File: config.mk
export PLATFORM = sky130hd
export DESIGN_NAME = f1_reaction_timer
export DESIGN_NICKNAME = d
export VERILOG_FILES = /design/src/rtl/f1_pkg.sv /design/src/rtl/f1_lfsr7.sv /design/src/rtl/f1_reaction_timer.sv
export SDC_FILE = /design/constraint.sdc
export NUM_CORES = 1
export LEC_CHECK = 0
export BUFFER_PORTS_ARGS = -buffer_cell sky130_fd_sc_hd__buf_2
export CELL_PAD_IN_SITES_DETAIL_PLACEMENT = 1
export CELL_PAD_IN_SITES_GLOBAL_PLACEMENT = 1
export CORE_MARGIN = 1.5
export CORE_UTILIZATION = 40
export DETAILED_ROUTE_END_ITERATION = 10
export PLACE_DENSITY = 0.77
export SLEW_MARGIN = 30
export SYNTH_ARGS = -nofsm -noshare
export SYNTH_HDL_FRONTEND = slang
export SYNTH_SLANG_ARGS = --single-unit
File: constraint.sdc
create_clock -name clk -period 3.3 [get_ports clk]
set_input_delay 0.495 -clock clk [delete_from_list [all_inputs] [get_ports clk]]
set_output_delay 0.495 -clock clk [all_outputs]
set_load 0.05 [all_outputs]
File: src/rtl/f1_pkg.sv
// Shared state encoding and light-bar constants for the F1 reaction timer.
package f1_pkg;
  typedef enum logic [2:0] {IDLE, FILL, HOLD, TIMING, DONE, FOUL} f1_rt_state_t;
  localparam logic [7:0] LIGHTS_ALL = 8'hFF;
  localparam logic [7:0] LIGHTS_OFF = 8'h00;
endpackage

File: src/rtl/f1_lfsr7.sv
// Free-running 7-bit maximal-length LFSR (x^7+x^6+1), advances every clock.
// Seeded with 7'h01 so the register can never reach the all-zero lock-up state.
module f1_lfsr7 (
  input  logic       clk,
  input  logic       rst,
  output logic [6:0] out
);
  logic [6:0] lfsr_q;

  always_ff @(posedge clk or negedge rst) begin
    if (!rst) lfsr_q <= 7'h01;
    else      lfsr_q <= {lfsr_q[5:0], lfsr_q[6] ^ lfsr_q[5]};
  end

  assign out = lfsr_q;
endmodule

File: src/rtl/f1_reaction_timer.sv
// F1 start-light sequencer: light ramp, random hold, reaction timing, jump-start detect.
// react -> valid/time_out one clock later; no backpressure, pulses are never stalled.
module f1_reaction_timer
  import f1_pkg::*;
#(
  parameter int FILL_TICKS = 500,
  parameter int HOLD_MIN   = 200,
  parameter int TW         = 16
) (
  input  logic          clk,
  input  logic          rst,
  input  logic          tick,
  input  logic          start,
  input  logic          react,
  output logic [7:0]    data_out,
  output logic [TW-1:0] time_out,
  output logic          valid,
  output logic          jump_start,
  output logic          busy
);
  localparam int FW = (FILL_TICKS > 1) ? $clog2(FILL_TICKS) : 1;
  localparam int HW = $clog2(HOLD_MIN + 1017);

  f1_rt_state_t  state_q, state_d;
  logic [7:0]    lights_q, lights_d;
  logic [FW-1:0] fill_q, fill_d;
  logic [HW-1:0] hold_q, hold_d;
  logic [TW-1:0] tim_q, tim_d;
  logic [TW-1:0] time_q, time_d;
  logic          valid_q, valid_d;
  logic [6:0]    lfsr;

  f1_lfsr7 u_lfsr (
    .clk (clk),
    .rst (rst),
    .out (lfsr)
  );

  always_comb begin
    state_d  = state_q;
    lights_d = lights_q;
    fill_d   = fill_q;
    hold_d   = hold_q;
    tim_d    = tim_q;
    time_d   = time_q;
    valid_d  = 1'b0;
    case (state_q)
      IDLE, DONE, FOUL: begin
        if (start) begin
          state_d  = FILL;
          lights_d = LIGHTS_OFF;
          fill_d   = '0;
        end
      end
      FILL: begin
        if (react) begin
          state_d = FOUL;
        end else if (tick) begin
          if (fill_q == FW'(FILL_TICKS - 1)) begin
            lights_d = {lights_q[6:0], 1'b1};
            fill_d   = '0;
            if (lights_q[6]) begin
              state_d = HOLD;
              hold_d  = HW'(HOLD_MIN) + HW'({lfsr, 3'b000});
            end
          end else begin
            fill_d = fill_q + FW'(1);
          end
        end
      end
      HOLD: begin
        // Lights-out beats a coincident react: that react is not a jump start.
        if (tick && hold_q <= HW'(1)) begin
          state_d = TIMING;
          tim_d   = '0;
        end else if (react) begin
          state_d = FOUL;
        end else if (tick) begin
          hold_d = hold_q - HW'(1);
        end
      end
      TIMING: begin
        if (react) begin
          state_d = DONE;
          time_d  = tim_q;
          valid_d = 1'b1;
        end else if (tick && tim_q != '1) begin
          tim_d = tim_q + TW'(1);
        end
      end
      default: state_d = IDLE;
    endcase
  end

  always_ff @(posedge clk or negedge rst) begin
    if (!rst) begin
      state_q  <= IDLE;
      lights_q <= LIGHTS_OFF;
      fill_q   <= '0;
      hold_q   <= '0;
      tim_q    <= '0;
      time_q   <= '0;
      valid_q  <= 1'b0;
    end else begin
      state_q  <= state_d;
      lights_q <= lights_d;
      fill_q   <= fill_d;
      hold_q   <= hold_d;
      tim_q    <= tim_d;
      time_q   <= time_d;
      valid_q  <= valid_d;
    end
  end

  always_comb begin
    data_out = LIGHTS_OFF;
    case (state_q)
      FILL:       data_out = lights_q;
      HOLD, FOUL: data_out = LIGHTS_ALL;
      default:    data_out = LIGHTS_OFF;
    endcase
  end

  assign busy       = (state_q == FILL) || (state_q == HOLD) || (state_q == TIMING);
  assign jump_start = (state_q == FOUL);
  assign valid      = valid_q;
  assign time_out   = time_q;
endmodule
# Word level (Yosys, flattened, before mapping)
# Index checks and enable logic that the tools add are counted.
[word_totals]
in_bits = 5
elab_cells = 87
out_inout_bits = 27
reg_bits = 71
[op_classes]
muxes = 34
n_lt_le_gt_ge = 1
bitwise = 1
add_sub_neg = 4
eq_ne = 23
n_reduce_logical = 16
[ops]
columns = ["op", "count"]
rows = [
  ["$mux 11", 7],
  ["$mux 16", 3],
  ["$mux 9", 4],
  ["$mux 8", 4],
  ["$pmux 16 s2", 1],
  ["$pmux 8 s2", 2],
  ["$mux 3", 8],
  ["$ne 2x2->1 const B", 12],
  ["$pmux 11 s2", 1],
  ["$pmux 9 s2", 1],
  ["$add 16x1->16 const B", 1],
  ["$ne 16x16->1 const B", 1],
  ["$ne 3x3->1 const B", 4],
  ["$pmux 3 s4", 1],
  ["$add 8x10->11 const A", 1],
  ["$le 11x1->1 const B", 1],
  ["$sub 11x1->11 const B", 1],
  ["$add 9x1->9 const B", 1],
  ["$eq 9x9->1 const B", 1],
  ["$reduce_and 4->1", 2],
  ["$reduce_and 8->1", 1],
  ["$eq 3x2->1 const B", 2],
  ["$eq 3x3->1 const B", 2],
  ["$reduce_and 6->1", 1],
  ["other kinds (11)", 16],
]

# Longest topological paths before layout
[depth]
depth_word = 6
ltp_mapped = 8
mapped_depth_nobuf = 6

# Modules after synthesis
# From an unflattened synthesis, not the netlist that was laid out.
[unflattened]
cells_unflattened = 406
hier_area_um2 = 3627.2
[modules_own_cells]
columns = ["mod", "area_per_inst_um2", "instances", "seq_area_each_um2", "cells_each"]
rows = [
  ["f1_reaction_timer", 3442.1, 1, 1601.5, 398],
  ["f1_lfsr7", 185.2, 1, 176.4, 8],
]

# Worst setup path after synthesis
# No wires, ideal clock.
[synth_path]
path_type = "register to output"
startpoint = "register state_q[1]"
endpoint = "output data_out[0]"
arrival_ns = 2.088
path_buffers = 2
slack_ns = 0.717
stages_incl_launch_ff = 5
cell_sequence = "dfrtp_1 clkbuf_1 nand2b_1 clkbuf_1 o21ai_0"
[synth_via]
elab_chain_cells = 3
[synth_lines]
columns = ["item", "line_no", "source"]
rows = [
  ["start, declared", "f1_reaction_timer.sv:24", "f1_rt_state_t state_q, state_d;"],
  ["start signal, assigned", "f1_reaction_timer.sv:105", "state_q <= state_d;"],
  ["$eq 3x3->1 / $eq 3x2->1 (equally long branches)", "f1_reaction_timer.sv:117", "case (state_q)"],
  ["$reduce_or 2->1", "f1_reaction_timer.sv:117", ""],
  ["$pmux 8 s2 *", "f1_reaction_timer.sv:117", ""],
  ["end, declared", "f1_reaction_timer.sv:15", "output logic [7:0] data_out,"],
]
# Mark *: on every way between the ends. The rest lies on a longest branch, timed or not.

# Worst setup path in the final report
[layout_path]
startpoint = "register hold_q[7]"
endpoint = "register hold_q[9]"
[layout_via]
elab_chain_cells = 5
[layout_lines]
columns = ["item", "line_no", "source"]
rows = [
  ["start, declared", "f1_reaction_timer.sv:27", "logic [HW-1:0] hold_q, hold_d;"],
  ["start signal, assigned", "f1_reaction_timer.sv:108", "hold_q <= hold_d;"],
  ["$sub 11x1->11", "f1_reaction_timer.sv:79", "hold_d = hold_q - HW'(1);"],
  ["$mux 11", "f1_reaction_timer.sv:78", "end else if (tick) begin"],
  ["$mux 11", "f1_reaction_timer.sv:76", "end else if (react) begin"],
  ["$mux 11", "f1_reaction_timer.sv:73", "if (tick && hold_q <= HW'(1)) begin"],
  ["$pmux 11 s2", "f1_reaction_timer.sv:47", "case (state_q)"],
]
# Parallel ways exist; a longest one is shown, timed or not. The select of a mux whose other input is x is not followed.
# A chain may end at the register's enable or synchronous reset.

==> impl_summary.txt <==
----------------------------------------------------
[Floorplan]
  FP Rows ... 34
  Initial core utilization ... approximately 42%
  Area of the placeable core ... 8810 um^2
  Num ports ... 32
  Horiz. Die Dim ... between 90 and 100 um
  Die outline area ... 9720 um^2
  Chip height ... 98.6 um

[Worst setup path]
  CP max FO ... 10
  Crit path DAT ... 2.85 ns
  End of the worst register-to-register path ... hold_q[9]$_DFFE_PN0P_
  Register-to-register setup slack ... roughly 0.67 ns
  Launch point of the worst path ... hold_q[7]$_DFFE_PN0P_
  Crit path launch type ... flip-flop
  Type of destination of the critical path ... flip-flop
  Type of the worst setup path ... flip-flop to flip-flop
  Number of cells on the worst reg-to-reg path ... 5
  Launch point of the worst reg-to-reg path ... hold_q[7]$_DFFE_PN0P_
  Data required time at the worst endpoint ... around 3.5 ns
  End of the critical path ... hold_q[9]$_DFFE_PN0P_

[CTS]
  TritonCTS clock tree ... done
  Root buf cell ... clkbuf_8
  Hold_buf cts ... 0
  Later-pin clock latency in the skew report ... about 0.35 ns
  Clock-pin transition on the worst setup and hold timing paths ... approximately 0.080 ns
  Setup Buffers After CTS ... 0
  Clock sinks ... between 70 and 80
  Deepest clock path buffer count ... 2
  CTS HTree Levels ... 3
  Num CTS Buffers ... 9
  CTS-repair resized insts ... 0

[Routing]
  Total vias in the final route ... ~3000
  Total wirelength of the detailed-routed design ... a little over 9000 um
  Post-DRT Antenna Nets ... 0
  Number of iterations in the first detailed-routing pass ... 6
  Avg Vias per Cell ... about 5.8
  Mean routed wirelength per cell ... roughly 17 um
  Starting DRC count in detailed routing ... approximately 140
  Detailed-route DRC error count ... 0

[Pwr]
  Sequential Power Share ... approximately half
  Combinational power share ... 24.5%
  Clk pwr share ... 27.4%
  Worst-case vdd ir drop ... between 200 and 300 uV
  Internal power ... roughly 1.4 mW
  LEAKAGE ... ~1.8 nW
  Sw power ... roughly 0.79 mW
  Post-route total power ... ~2.2 mW
  Net switching fraction of the power ... 36.2%
  Pwr per Cell Area ... ~540 nW/um^2

[Global route]
  Via count of the first global-routing pass ... between 3000 and 4000
  Largest net degree at the start of global routing ... between 70 and 80
  Global route overflow ... 0
  Global-route wire length before repair ... about 15000 um
  Number of antenna violations at the first check in global routing ... 0
  Combined global-route utilization of all metal layers ... about 20%

[Placement]
  Final estimated routing congestion in global placement ... about 0.8
  Pre-CTS WS ... 0.706 ns
  HPWL after detailed placement ... ~6400 um
  Port-buffer cells ... 31

[Logic synthesis]
  Biggest area consumer among synthesized cells ... dfrtp_1
  Synthesized net count ... 392
  Seq/Total Area, Yosys ... between 40% and 50%
  Register bit total from synthesis ... 71
  Synthesis warning total ... 0
  Area share of the largest cell type after synthesis ... between 40 and 50%
  Number of flops mapped to enable cells by yosys ... 0
  Largest cells by area after synthesis ... dfrtp_1 48%, o21ai_0 5.6%, mux2_2 4.9%
  Post-synthesis average cell area ... ~9.6 um^2
  Synth cell types ... 57
  Instance count of the mapped netlist ... between 300 and 400
  Share of flip-flops with an asynchronous set or reset after synthesis ... 100%
  Most instantiated flip-flop cell in the synthesis netlist ... dfrtp_1
  Area of the mapped netlist ... between 3000 and 4000 um^2

[Timing]
  Final min period ... 2.63 ns
  Headroom to the max-slew limit ... between 40% and 50%
  Period utilisation layout ... between 70% and 80%
  Worst-Margin Slew ... slightly above 0.8 ns
  Unrepaired setup endpoints after global routing ... false
  Final-layout setup total negative slack ... 0 ns
  Setup violators final ... 0
  Worst hold-check slack ... ~0.24 ns
  Peak Freq ... between 300 and 400 MHz
  Max-slew violation count ... 0
  Number of hold violations in the final report ... 0
  Worst Setup Slack, final ... 0.671 ns
  Post-route clock skew ... 0.0133 ns

[Finish]
  Antenna diode count ... 0
  Share of cells above drive strength 1 ... between 10% and 20%
  Area Overhead vs Synth ... 11.0%
  Number of nets in the final layout ... 420

[Min path]
  Worst hold path type ... input pin to async pin

[Outcome]
  Status ... finished, final reports clean

[Job]
  Max-cap violations ... 0

----------------------------------------------------
[per-stage QoR]
stage	cells	utilization, %	instance area [um^2]
after global placement	506	44.2	3890
after floorplan	381	-	3650
final	522	46.1	4060
after detailed placement	506	44.2	3890
after global routing	522	46.1	4060
after CTS	522	46.0	4050
[registers in the layout, indices dropped and copies added (netlist names)]
signal and count:
tim_q 16, time_out 16, hold_q 11, fill_q 9, lights_q 8, u_lfsr.out 7
state_q 3, valid 1
[cells in the mapped netlist, drive strengths merged (5+ instances only)]
library cell and number:
nor3 10, ha 6, dfrtp 70, o21ai 41, nor2 39, o21a 6, clkbuf 13, a31oi 8
inv 12, a21oi 15, and3 7, o31ai 6, nand2b 5, mux2 16, o22a 6, nand4 5
nand3 24, nand2 32
[cells in the final DEF, fill, tap and decap left out, drive strengths merged, types with 2 or more instances in the layout]
cell type / instances
dfrtp: 70
xnor2: 4
nand4: 5
clkbuf: 13
or2: 4
or4: 4
a31oi: 8
mux2: 16
nand2b: 5
o22ai: 2
a21oi: 15
nor4bb: 2
nor3b: 3
inv: 12
o41ai: 4
o21a: 6
a22oi: 2
o31ai: 6
nor2b: 2
o21ai: 41
or3: 4
ha: 6
o22a: 6
nand3: 24
o211ai: 2
nor2: 39
xor2: 3
nand2: 32
buf: 34
clkinvlp: 2
nor3: 10
nor4: 3
and3: 7
[per-layer routing]
metal | vias up | routed length, um | global-route usage (%)
li1 | 1446 | - | -
met1 | 1526 | 4340 | 26.2
met2 | 48 | 4400 | 31.7
met3 | 14 | 211 | 3.97
met4 | 0 | 163 | 7.80
met5 | - | 0 | 0
[worst max-delay path, cell delays in order, from the launching register on]
cell     delay (ns)
dfrtp_1        0.40
or4_4          0.56
or4_1          0.56
or3_1          0.65
a31oi_1        0.27
a21oi_1        0.06
[cell families after synthesis]
logic type / after synthesis / synth area share, %
DFF: 71 / 48.6
xor gates and xnor gates: 7 / 1.68
AOI/OAI and AO/OA: 103 / 17.9
adders and majority gates: 6 / 2.05
and+or+nand+nor: 148 / 21.2
buffers and inverters: 29 / 3.25
muxes: 17 / 5.20
[area by class of cell]
class / instances / area, um^2
clock buffer: 13 / 139
timing repair buffer: 34 / 181
fill: 1023 / 4750
tap: 108 / 135
multi-input combinational: 281 / 1760
clock inverter: 3 / 20.0
sequential: 71 / 1780
inverter: 12 / 45.0
[power by group through the flow]
stage	logic [mW]	registers [mW]	clock network, mW
floorplan	0.424	1.03	0
global placement	0.519	1.06	0
detailed placement	0.536	1.06	0
CTS	0.538	1.05	0.616
global route	0.588	1.06	0.649
finish	0.536	1.05	0.597
[how the worst min path moves through the flow]
stage,from,end,slack (ns),cells past startpoint
2_1_floorplan,rst,fill_q[0]$_DFFE_PN0P_,0.20,0
3_3_place_gp,u_lfsr.out[1]$_DFF_PN0_,u_lfsr.out[2]$_DFF_PN0_,0.39,0
3_5_place_dp,u_lfsr.out[1]$_DFF_PN0_,u_lfsr.out[2]$_DFF_PN0_,0.40,0
4_1_cts,start,state_q[2]$_DFFE_PN0P_,0.37,2
5_1_grt,rst,lights_q[3]$_DFFE_PN0P_,0.30,2
6_report,rst,lights_q[2]$_DFFE_PN0P_,0.24,2
Power figures use the tool's default switching activity.
